$ cat config.mk
export PLATFORM = sky130hd
export DESIGN_NAME = voq_rr_scheduler
export DESIGN_NICKNAME = d
export VERILOG_FILES = /design/src/rtl/voq_rr_scheduler.sv
export SDC_FILE = /design/constraint.sdc
export NUM_CORES = 1
export LEC_CHECK = 0
export BUFFER_PORTS_ARGS = -buffer_cell sky130_fd_sc_hd__buf_2
export CAP_MARGIN = 20
export CORE_MARGIN = 5
export CORE_UTILIZATION = 58
export DETAILED_ROUTE_END_ITERATION = 10
export PLACE_DENSITY_LB_ADDON = 0.15
export SLEW_MARGIN = 20
export SYNTH_ARGS = -nofsm -noshare
export SYNTH_HDL_FRONTEND = slang
export SYNTH_SLANG_ARGS = --single-unit
$ cat constraint.sdc
create_clock -name clk -period 3.47 [get_ports clk]
set_input_delay 0.8675 -clock clk [delete_from_list [all_inputs] [get_ports clk]]
set_output_delay 0.8675 -clock clk [all_outputs]
set_load 0.02 [all_outputs]
$ cat src/rtl/voq_rr_scheduler.sv
// Read-side round-robin scheduler for the shared-buffer VOQ with per-egress credits.
// Define VOQ_SCHED_WRR_EN for weighted round robin driven by cfg_weight.
module voq_rr_scheduler #(
  parameter int QUEUE_NUB  = 4,
  parameter int CREDIT_MAX = 4,
  parameter int WEIGHT_W   = 3
) (
  input  logic                          clk,
  input  logic                          rst_n,
  input  logic                          sched_en,
  input  logic [QUEUE_NUB-1:0]          queue_empty,
  input  logic [QUEUE_NUB-1:0]          credit_ret,
`ifdef VOQ_SCHED_WRR_EN
  input  logic [QUEUE_NUB*WEIGHT_W-1:0] cfg_weight,
`endif
  output logic                          rd_en,
  output logic [$clog2(QUEUE_NUB)-1:0]  rd_client,
  output logic                          out_valid,
  output logic [$clog2(QUEUE_NUB)-1:0]  out_client,
  output logic                          credit_err,
  output logic [1:0]                    dbg_state
);
  localparam int QW = $clog2(QUEUE_NUB);
  localparam int CW = $clog2(CREDIT_MAX + 1);
  localparam logic [1:0] IDLE = 2'd0;
  localparam logic [1:0] READ = 2'd1;
  localparam logic [1:0] HOLD = 2'd2;

  // Handshake: rd_en is a one-cycle request the VOQ always accepts (no ready);
  // out_valid/out_client qualify rd_data exactly one cycle after each rd_en.
  logic [1:0]           state;
  logic [QW-1:0]        rr_ptr, pick, ptr_inc;
  logic [CW-1:0]        credit [QUEUE_NUB];
  logic [QUEUE_NUB-1:0] eligible, cand, dec;
  logic                 pick_ok, hold_stay, grant;
  int                   scan_idx;

  always_comb begin
    eligible = '0;
    for (int i = 0; i < QUEUE_NUB; i++)
      eligible[i] = !queue_empty[i] && (credit[i] != '0) && sched_en;
  end

  // In HOLD the empty flag of the queue just read is stale, so it is masked out.
  always_comb begin
    cand = eligible;
    if (state == HOLD) cand[rd_client] = 1'b0;
    pick     = '0;
    pick_ok  = 1'b0;
    scan_idx = 0;
    for (int k = 0; k < QUEUE_NUB; k++) begin
      scan_idx = int'(rr_ptr) + k;
      if (scan_idx >= QUEUE_NUB) scan_idx = scan_idx - QUEUE_NUB;
      if (!pick_ok && cand[scan_idx]) begin
        pick    = QW'(scan_idx);
        pick_ok = 1'b1;
      end
    end
  end

  assign ptr_inc = (int'(rd_client) == QUEUE_NUB - 1) ? '0 : rd_client + 1'b1;

`ifdef VOQ_SCHED_WRR_EN
  logic [WEIGHT_W-1:0] burst_cnt, turn_w, cfg_w, w_eff, cnt_next;
  logic                burst_cont;

  // burst_cnt counts grants already given in the turn owned by rr_ptr.
  always_comb begin
    cfg_w = cfg_weight[int'(rd_client)*WEIGHT_W +: WEIGHT_W];
    if (cfg_w == '0) cfg_w = WEIGHT_W'(1);
    burst_cont = (rd_client == rr_ptr) && (burst_cnt != '0);
    w_eff      = burst_cont ? turn_w : cfg_w;
    cnt_next   = burst_cont ? burst_cnt + 1'b1 : WEIGHT_W'(1);
  end

  // A queue still owning its turn goes back through IDLE to respect the same-queue gap.
  assign hold_stay = (rr_ptr == rd_client);

  always_ff @(posedge clk or negedge rst_n) begin
    if (!rst_n) begin
      burst_cnt <= '0;
      turn_w    <= '0;
    end else if (state == READ) begin
      if (!burst_cont) turn_w <= cfg_w;
      burst_cnt <= (cnt_next >= w_eff) ? '0 : cnt_next;
    end
  end
`else
  localparam int unused_weight_w = WEIGHT_W;
  assign hold_stay = 1'b0;
`endif

  always_comb begin
    grant = 1'b0;
    if (state == IDLE)      grant = pick_ok;
    else if (state == HOLD) grant = pick_ok && !hold_stay;
  end

  always_comb begin
    dec = '0;
    for (int i = 0; i < QUEUE_NUB; i++)
      dec[i] = grant && (pick == QW'(i));
  end

  always_ff @(posedge clk or negedge rst_n) begin
    if (!rst_n) begin
      state      <= IDLE;
      rd_en      <= 1'b0;
      rd_client  <= '0;
      out_valid  <= 1'b0;
      out_client <= '0;
      rr_ptr     <= '0;
    end else begin
      case (state)
        IDLE: begin
          if (grant) begin
            state     <= READ;
            rd_en     <= 1'b1;
            rd_client <= pick;
          end
        end
        READ: begin
          state      <= HOLD;
          rd_en      <= 1'b0;
          out_valid  <= 1'b1;
          out_client <= rd_client;
`ifdef VOQ_SCHED_WRR_EN
          rr_ptr     <= (cnt_next >= w_eff) ? ptr_inc : rd_client;
`else
          rr_ptr     <= ptr_inc;
`endif
        end
        HOLD: begin
          out_valid <= 1'b0;
          if (grant) begin
            state     <= READ;
            rd_en     <= 1'b1;
            rd_client <= pick;
          end else begin
            state <= IDLE;
          end
        end
        default: begin
          state     <= IDLE;
          rd_en     <= 1'b0;
          out_valid <= 1'b0;
        end
      endcase
    end
  end

  // A grant and a return on the same port in one cycle cancel out.
  always_ff @(posedge clk or negedge rst_n) begin
    if (!rst_n) begin
      for (int i = 0; i < QUEUE_NUB; i++) credit[i] <= CW'(CREDIT_MAX);
      credit_err <= 1'b0;
    end else begin
      for (int i = 0; i < QUEUE_NUB; i++) begin
        if (credit_ret[i] && !dec[i]) begin
          if (credit[i] == CW'(CREDIT_MAX)) credit_err <= 1'b1;
          else                              credit[i] <= credit[i] + 1'b1;
        end else if (!credit_ret[i] && dec[i]) begin
          credit[i] <= credit[i] - 1'b1;
        end
      end
    end
  end

  assign dbg_state = state;

endmodule

==> out/qor.txt <==
status -> complete, no violations
Post-synth EDFFs -> 0
DIE AREA -> 4100 µm²
yosys warns -> 0
ys async rst share -> 100%
min-delay worst type -> register to register
total gr overflow -> 0
TritonCTS Buffers -> 3
post-layout utilization of the core -> 66.4%
MaxCap Viol Count -> 0
Final ANT Viol Nets -> 0
Slew Limit Headroom -> 64.0%
largest net degree at the start of global routing -> 24
ys flop type -> dfrtp_1
CTS H-tree depth -> 1
Total GRT Usage -> 17.6%
first-pass GRT wire length -> 5910 µm
routability cong. -> 0.872
postcts setup bufs -> 0
CP Capture Type -> register
Non-Filler Instances -> 225
Cells after Synth -> 172
CTS clk-pin slew, worst paths -> 0.14 ns
Slew @ Worst Pin -> 0.539 ns
max frequency -> 319 MHz
initial antenna violation count -> 0
core box area -> 2780 µm²
Final Cycle Share -> 90.2%
initial core utilization -> 60.9%
IO buf count -> 19
fin. max-slew vios -> 0
distinct cell type count of the synthesized netlist -> 57
diode count -> 0
drt first-iter violations -> 93
final worst path period need -> 3.13 ns
Die Wd -> 64.0 µm
Area Overhead vs Synth -> 9.16%
root buffer selected by CTS -> clkbuf_4
P per Cell Area -> 900 nW/µm²
Pleak -> 0.797 nW
drt drc -> 0
post-route cell area -> 1850 µm²
placed standard-cell area -> 1820 µm²
Clock Skews -> 0.00224 ns
unrepaired setup endpoints after global routing -> no
Resized cells post-CTS -> 0
CP required -> 3.73 ns
vias per inst -> 5.82
routed wire length -> 3190 µm
Crit Path Class -> input pin to register
most frequent cells in the layout -> 19 x dfrtp_1, 19 x buf_2, 14 x inv_1, 13 x nor2_1, 12 x nand2_1
number of setup violations in the final report -> 0
Mean Syn Cell Area -> 9.84 µm²
crit path DAT -> 3.39 ns
Die Y -> 64.0 µm
layout cells sized above 1 -> 27.3%
clock sinks -> 23
register area share after synthesis -> 34.3%
Post-Place Cells -> 221
post-DP HPWL -> 2500 µm
Routed WL per cell -> 14.2 µm
Crit Path Max Fanout -> 10
Core Rows -> 19
Post-Synthesis Cell Area -> 1690 µm²
TritonCTS clock tree -> built
DRT Pass-1 Iters -> 4
Clock Path Buffers -> 2
final hold violation count -> 0
CTS Hold Bufs -> 0
I/O Pins -> 20
vias -> 1309
post-synthesis register bit count -> 23
Syn Nets -> 191
worst vdd ir -> 696 µV
clk_lat worst skew -> 0.32 ns
vias in the first global route -> 1292
final net count -> 214
Worst Setup Start Kind -> input pin
==> worst paths after layout <==
check,start,end,slack (ns),cells after the start
min in group asynchronous,rst_n,rd_en,0.50,1
max in group asynchronous,rst_n,credit[5],2.60,1
hold reg to reg,out_client[1],out_client[1],0.49,2
hold / removal,out_client[1],out_client[1],0.49,2
setup reg to reg,rd_client[0],credit[2],0.43,10
setup / recovery,queue_empty[1],credit[2],0.34,9
==> sequential cells by signal, summed over array words and instances, names as in the netlist <==
name        count
credit         12
dbg_state       2
out_client      2
rd_client       2
rr_ptr          2
credit_err      1
out_valid       1
rd_en           1
==> stage by stage <==
stage / setup slack [ns] / hold slack (ns) / power (mW) / setup TNS, ns
after global placement: 0.0510 / 0.463 / 1.50 / 0
after CTS: 0.335 / 0.500 / 1.68 / 0
final: 0.338 / 0.495 / 1.66 / 0
after floorplan: 0.169 / 0.521 / 1.33 / 0
after detailed placement: -0.0165 / 0.468 / 1.54 / -0.0165
after global routing: 0.164 / 0.512 / 1.83 / 0
==> final cells by class <==
class	count	area, µm²
timing repair buffer	24	133
tap	31	38.8
clock inverter	1	7.51
multi-input combinational	128	1010
fill	231	933
sequential	23	581
inverter	15	58.8
clock buffer	3	22.5
==> metal layers <==
layer / GRT usage, % / up-vias / share of wire (%)
met5: 0 / - / 0
met4: 5.71 / 0 / 2.0
met3: 4.03 / 8 / 3.2
met2: 28.4 / 21 / 49
met1: 23.3 / 613 / 46
li1: - / 667 / -
==> synth_stat cells (4+ instances only) <==
master	instances	area (µm²)
a21oi_1	8	40.0
dfrtp_1	19	475
dfstp_2	4	105
fa_1	4	80.1
ha_1	4	50.1
inv_1	14	52.6
mux2_2	4	45.0
mux2i_1	5	50.1
nand2_1	12	45.0
nand2b_1	5	31.3
nor2_1	13	48.8
nor3_1	5	25.0
o21ai_0	7	35.0
o22ai_1	5	31.3
or3_1	4	25.0
==> worst max-delay path, stage by stage <==
cell	delay, ns
buf_2	0.09
nand2b_1	0.16
a311oi_4	0.41
a21oi_2	0.08
o311ai_4	0.49
o21ai_2	0.16
fa_1	0.43
o41a_1	0.42
a211o_1	0.29
==> kinds of logic (layout without fill, tap and decap cells) <==
| group | Yosys count | after routing | share of synthesized area, % |
|---|---|---|---|
| xor gates and xnor gates | 2 | 2 | 1.03 |
| and+or+nand+nor | 63 | 63 | 21.6 |
| AOI/OAI and AO/OA | 45 | 45 | 22.7 |
| DFF | 23 | 23 | 34.3 |
| adders and majority gates | 8 | 8 | 7.69 |
| buffers and inverters | 21 | 43 | 6.21 |
| muxes | 10 | 10 | 6.50 |
==> report_power, final <==
part / switching, mW / total (mW) / leakage, nW / internal [mW]
logic: 0.496 / 0.929 / 0.514 / 0.433
clock network: 0.0867 / 0.131 / 0.0139 / 0.0440
registers: 0.186 / 0.603 / 0.269 / 0.417
total: 0.769 / 1.66 / 0.797 / 0.894
Power figures use the tool's default switching activity.
